## src/rtl/byte_serializer_if.sv

```systemverilog
// Handshake and data bundle between the switch-side producer and the serializer.
// The master drives the load request and word; the serializer drives the serial outputs.
interface byte_serializer_if #(
  parameter int WIDTH = 8
);
  logic             load;
  logic             cont;
  logic [WIDTH-1:0] din;
  logic             dout;
  logic             dvalid;
  logic             busy;
  logic             done;

  modport master (
    output load, cont, din,
    input  dout, dvalid, busy, done
  );

  modport slave (
    input  load, cont, din,
    output dout, dvalid, busy, done
  );
endinterface

```

## src/rtl/byte_serializer.sv

```systemverilog
// Parallel-to-serial converter feeding the Moore sequence detector: load handshake,
// optional inter-word gap, continuous repeat mode, all outputs registered.
module byte_serializer #(
  parameter int WIDTH     = 8,
  parameter int MSB_FIRST = 1,
  parameter int GAP       = 0
) (
  input  logic              clk,
  input  logic              clr,
  byte_serializer_if.slave  bus
);

  localparam int CNT_W = $clog2(WIDTH + 1);
  localparam logic [CNT_W-1:0] LAST    = CNT_W'(WIDTH);
  localparam logic [CNT_W-1:0] LAST_M1 = CNT_W'(WIDTH - 1);
  localparam logic [3:0]       GAP_L   = 4'(GAP);

  typedef enum logic [1:0] {
    ST_IDLE  = 2'd0,
    ST_SHIFT = 2'd1,
    ST_GAP   = 2'd2
  } state_t;

  function automatic logic first_bit(input logic [WIDTH-1:0] w);
    return (MSB_FIRST != 0) ? w[WIDTH-1] : w[0];
  endfunction

  function automatic logic [WIDTH-1:0] shift_one(input logic [WIDTH-1:0] w);
    return (MSB_FIRST != 0) ? (w << 1) : (w >> 1);
  endfunction

  state_t           state_p0, state_nxt;
  logic [WIDTH-1:0] sreg_p0, sreg_nxt;
  logic [CNT_W-1:0] bitcnt_p0, bitcnt_nxt;
  logic [3:0]       gapcnt_p0, gapcnt_nxt;
  logic             dout_p1, dout_nxt;
  logic             vld_p1, vld_nxt;
  logic             busy_p1, busy_nxt;
  logic             done_p1, done_nxt;
  logic             start;
  logic             take;

  assign start = bus.load | bus.cont;

  // Next-state and next-output logic. The first bit is driven on the capture edge,
  // so bitcnt counts bits already presented and the register holds only the rest.
  always_comb begin
    state_nxt  = state_p0;
    sreg_nxt   = sreg_p0;
    bitcnt_nxt = bitcnt_p0;
    gapcnt_nxt = gapcnt_p0;
    dout_nxt   = 1'b0;
    vld_nxt    = 1'b0;
    done_nxt   = 1'b0;
    take       = 1'b0;

    case (state_p0)
      ST_IDLE: begin
        if (start) take = 1'b1;
      end

      ST_SHIFT: begin
        if (bitcnt_p0 != LAST) begin
          dout_nxt   = first_bit(sreg_p0);
          sreg_nxt   = shift_one(sreg_p0);
          bitcnt_nxt = bitcnt_p0 + 1'b1;
          vld_nxt    = 1'b1;
          done_nxt   = (bitcnt_p0 == LAST_M1);
        end else if (GAP_L != 4'd0) begin
          state_nxt  = ST_GAP;
          gapcnt_nxt = GAP_L;
          bitcnt_nxt = '0;
        end else if (start) begin
          take = 1'b1;
        end else begin
          state_nxt  = ST_IDLE;
          bitcnt_nxt = '0;
        end
      end

      ST_GAP: begin
        if (gapcnt_p0 == 4'd1) begin
          gapcnt_nxt = 4'd0;
          if (start) take = 1'b1;
          else       state_nxt = ST_IDLE;
        end else begin
          gapcnt_nxt = gapcnt_p0 - 4'd1;
        end
      end

      default: begin
        state_nxt  = ST_IDLE;
        sreg_nxt   = '0;
        bitcnt_nxt = '0;
        gapcnt_nxt = 4'd0;
      end
    endcase

    if (take) begin
      state_nxt  = ST_SHIFT;
      sreg_nxt   = shift_one(bus.din);
      dout_nxt   = first_bit(bus.din);
      vld_nxt    = 1'b1;
      bitcnt_nxt = CNT_W'(1);
      gapcnt_nxt = 4'd0;
    end

    busy_nxt = (state_nxt != ST_IDLE);
  end

  // Stage p0: control state and shift register
  always_ff @(posedge clk) begin
    if (clr) begin
      state_p0  <= ST_IDLE;
      sreg_p0   <= '0;
      bitcnt_p0 <= '0;
      gapcnt_p0 <= 4'd0;
    end else begin
      state_p0  <= state_nxt;
      sreg_p0   <= sreg_nxt;
      bitcnt_p0 <= bitcnt_nxt;
      gapcnt_p0 <= gapcnt_nxt;
    end
  end

  // Stage p1: registered serial outputs
  always_ff @(posedge clk) begin
    if (clr) begin
      dout_p1 <= 1'b0;
      vld_p1  <= 1'b0;
      busy_p1 <= 1'b0;
      done_p1 <= 1'b0;
    end else begin
      dout_p1 <= dout_nxt;
      vld_p1  <= vld_nxt;
      busy_p1 <= busy_nxt;
      done_p1 <= done_nxt;
    end
  end

  assign bus.dout   = dout_p1;
  assign bus.dvalid = vld_p1;
  assign bus.busy   = busy_p1;
  assign bus.done   = done_p1;

endmodule

```

## src/flat_wrapper.sv

```systemverilog
// flat-port wrapper written by rule: the top's interface ports become plain ports
module byte_serializer_flat 
#(
  parameter int WIDTH     = 8,
  parameter int MSB_FIRST = 1,
  parameter int GAP       = 0
)
  (clk, clr, bus_load, bus_cont, bus_din, bus_dout, bus_dvalid, bus_busy, bus_done);
  byte_serializer_if #(.WIDTH(WIDTH)) bus_i ();
  input  logic clk;
  input  logic clr;
  input wire logic [$bits(bus_i.load)-1:0] bus_load;
  input wire logic [$bits(bus_i.cont)-1:0] bus_cont;
  input wire logic [$bits(bus_i.din)-1:0] bus_din;
  output wire logic [$bits(bus_i.dout)-1:0] bus_dout;
  output wire logic [$bits(bus_i.dvalid)-1:0] bus_dvalid;
  output wire logic [$bits(bus_i.busy)-1:0] bus_busy;
  output wire logic [$bits(bus_i.done)-1:0] bus_done;
  assign bus_i.load = bus_load;
  assign bus_i.cont = bus_cont;
  assign bus_i.din = bus_din;
  assign bus_dout = bus_i.dout;
  assign bus_dvalid = bus_i.dvalid;
  assign bus_busy = bus_i.busy;
  assign bus_done = bus_i.done;
  byte_serializer #(.WIDTH(WIDTH), .MSB_FIRST(MSB_FIRST), .GAP(GAP)) u_core (.clk(clk), .clr(clr), .bus(bus_i));
endmodule
```

## config.mk

```make
export PLATFORM = sky130hd
export DESIGN_NAME = byte_serializer_flat
export DESIGN_NICKNAME = d
export VERILOG_FILES = /design/src/rtl/byte_serializer_if.sv /design/src/rtl/byte_serializer.sv /design/src/flat_wrapper.sv
export SDC_FILE = /design/constraint.sdc
export NUM_CORES = 1
export LEC_CHECK = 0
export ABC_AREA = 1
export CAP_MARGIN = 30
export CORE_MARGIN = 3
export CORE_UTILIZATION = 53
export DETAILED_ROUTE_END_ITERATION = 6
export PLACE_DENSITY_LB_ADDON = 0.15
export SETUP_SLACK_MARGIN = 0.2
export SKIP_CTS_REPAIR_TIMING = 1
export SYNTH_ARGS = -nofsm -noshare
export SYNTH_HDL_FRONTEND = slang
export SYNTH_SLANG_ARGS = --single-unit
```

## constraint.sdc

```tcl
create_clock -name clk -period 1.7 [get_ports clk]
set_input_delay 0.34 -clock clk [delete_from_list [all_inputs] [get_ports clk]]
set_output_delay 0.34 -clock clk [all_outputs]
set_load 0.01 [all_outputs]
```

==> flow_metrics.env <==
export IMPL_status="completed"
export IMPL_clk_path_buf_depth=2
export IMPL_htree_levels=1
export IMPL_vias=1159
export IMPL_grt_overflow=0
export IMPL_clk_pin_slew_ns=0.13
export IMPL_grt_max_degree=13
export IMPL_finalHoldViolCount=0
export IMPL_syn_to_final_growth_pct=41.9
export IMPL_setup_violations=0
export IMPL_drive_gt1_frac=0.299
export IMPL_synth_seq_cells=21
export IMPL_route_detailed_drc=0
export IMPL_yosys_area_top_type="dfxtp_1"
export IMPL_io_pins=16
export IMPL_synth_area_mm2=0.00113
export IMPL_yosys_top_cells_area="dfxtp_1, nand2_1, inv_1"
export IMPL_cap_violations=0
export IMPL_r2r_start="u_core.bitcnt_p0[0]$_SDFFE_PP0P_"
export IMPL_viasPerCell=5.17
export IMPL_yosysSeqAreaShare=0.371
export IMPL_whs_path_depth=2
export IMPL_avgSynthCellArea_um2=6.90
export IMPL_drtPass1Iterations=4
export IMPL_min_period_over_period=0.929
export IMPL_numPortBuffers=15
export IMPL_dp_cells=211
export IMPL_ys_types=20
export IMPL_postRouteAntennaNets=0
export IMPL_fin_util=0.803
export IMPL_clkSinkCount=21
export IMPL_cts_root_buf="clkbuf_4"
export IMPL_rows=16
export IMPL_stdcell_count=224
export IMPL_min_path_type="register to register"
export IMPL_drt_iter0_markers=40
export IMPL_netlist_instances=164
export IMPL_final_cell_mix="nand2_1, inv_1, dfxtp_1, nor2_1, buf_4"
export IMPL_die_h_um=52.2
export IMPL_total_power_w=0.00110
export IMPL_crit_type="register to register"
export IMPL_worstSetupEndpointType="register"
export IMPL_power_leakage_nw=0.772
export IMPL_grt_pass1_vias=1043
export IMPL_slew_violations=0
export IMPL_period_minus_slack_ns=1.58
export IMPL_gp_congestion=0.788
export IMPL_worstPathMaxFanout=8
export IMPL_worstPathRequired_ns=1.96
export IMPL_hold_path_startpoint="u_core.gapcnt_p0[0]$_SDFFE_PP0N_"
export IMPL_diodes=0
export IMPL_routed_wl_um=3260
export IMPL_ir_drop_mv=0.393
export IMPL_r2r_end="u_core.sreg_p0[7]$_SDFFE_PP0P_"
export IMPL_worstPathArrival_ns=1.84
export IMPL_r2r_slack_ns=0.12
export IMPL_die_x_um=52.2
export IMPL_grt_pass1_wl_um=4450
export IMPL_cts_inserted_buffers=3
export IMPL_whs_endpoint="u_core.gapcnt_p0[0]$_SDFFE_PP0N_"
export IMPL_place_hpwl_um=1910
export IMPL_final_area_mm2=0.00161
export IMPL_cts_tree="yes"
export IMPL_initial_core_util=0.566
export IMPL_place_area_mm2=0.00135
export IMPL_finClkSkew_ns=0.00369
export IMPL_die_area_mm2=0.00273
export IMPL_coreArea_mm2=0.00200
export IMPL_p_per_area_mw_per_mm2=685
export IMPL_worst_pin_slew_ns=0.284
export IMPL_antenna_found_initial=0
export IMPL_worstRegToRegCells=12
export IMPL_nNetsFinal=214
export IMPL_fmax_ghz=0.634
export IMPL_synth_warnings=0
export IMPL_clk_latency_ns=0.31
export IMPL_layout_commonest_cell="nand2_1"
export IMPL_rsz0062_at_grt="yes"
export IMPL_cp_start_kind="register"
export IMPL_syn_num_nets=180
export IMPL_slew_headroom=0.811
export IMPL_synth_top_area_share=0.371
export IMPL_wl_per_cell_um=14.5
export IMPL_track_usage=0.217
## through the flow
| stage | setup WS (ns) | hold slack, ns | setup TNS (ns) |
|---|---|---|---|
| 6_report | 0.122 | 0.507 | 0 |
| 5_1_grt | 0.0296 | 0.532 | 0 |
| 4_1_cts | 0.0525 | 0.488 | 0 |
| 3_5_place_dp | -0.000534 | 0.466 | -0.000534 |
| 3_3_place_gp | 0.0633 | 0.457 | 0 |
| 2_1_floorplan | 0.261 | 0.409 | 0 |
## layout make-up
class / count / area [um^2]
inverters: 28 / 108
clock buffers: 3 / 22.5
flip-flops and latches: 21 / 429
multi-input cells: 112 / 679
fillers: 142 / 395
clock inverters: 1 / 5.00
repair buffers: 32 / 329
well taps: 27 / 33.8
## logic make-up after synthesis
kind of cell | synth area share
AND/OR/NAND/NOR | 0.371
flip-flops | 0.371
XOR/XNOR | 0.0309
buffers and inverters | 0.117
AO/OA/AOI/OAI | 0.0652
adder cells (fa/ha/maj) | 0.0442
## Yosys cell counts, drive strengths merged
cell type,number
nand2,50
inv,27
nor2,23
dfxtp,21
a21oi,10
nand4,9
nand3,8
ha,4
xor2,4
buf,3
o21ai,2
clkinv,1
o21a,1
o22ai,1
## worst max path at each step
stage / from / to / slack [ns] / cells after the start
floorplan: u_core.bitcnt_p0[0]$_SDFFE_PP0P_ / u_core.sreg_p0[2]$_SDFFE_PP0P_ / 0.26 / 10
global placement: bus_load / u_core.sreg_p0[6]$_SDFFE_PP0P_ / 0.06 / 9
detailed placement: bus_load / u_core.sreg_p0[3]$_SDFFE_PP0P_ / -0.0005 / 9
CTS: u_core.bitcnt_p0[0]$_SDFFE_PP0P_ / u_core.bus.dvalid$_SDFF_PP0_ / 0.05 / 10
global route: u_core.bitcnt_p0[0]$_SDFFE_PP0P_ / u_core.sreg_p0[5]$_SDFFE_PP0P_ / 0.03 / 12
finish: u_core.bitcnt_p0[0]$_SDFFE_PP0P_ / u_core.sreg_p0[7]$_SDFFE_PP0P_ / 0.12 / 12
## flip-flops by register name, indices dropped and copies added (netlist names)
register	count
u_core.sreg_p0	7
u_core.bitcnt_p0	4
u_core.gapcnt_p0	4
u_core.state_p0	2
u_core.bus.busy	1
u_core.bus.done	1
u_core.bus.dout	1
u_core.bus.dvalid	1
## routing by layer
| layer | GRT usage | wire, um | vias up |
|---|---|---|---|
| li1 | - | - | 574 |
| met1 | 0.271 | 1400 | 545 |
| met2 | 0.381 | 1700 | 32 |
| met3 | 0.0285 | 88 | 8 |
| met4 | 0.0723 | 73 | 0 |
| met5 | 0 | 0 | - |
## critical path: stages, from the launching register on
cell     delay, ns
dfxtp_2       0.37
inv_2         0.07
ha_4          0.13
nand2_2       0.06
nor2_2        0.14
buf_6         0.14
nand3_4       0.11
nand2_4       0.12
buf_12        0.14
nand2_1       0.07
nand2_1       0.06
inv_1         0.04
nor2_2        0.07
## power by group
group          switching [W]  internal, W  leakage (nW)  total, W
clock network       0.000163    0.0000879        0.0177  0.000251
logic               0.000168     0.000140         0.580  0.000308
registers          0.0000204     0.000522         0.174  0.000542
total               0.000351     0.000750         0.772   0.00110
(Power assumes the default switching activity.)
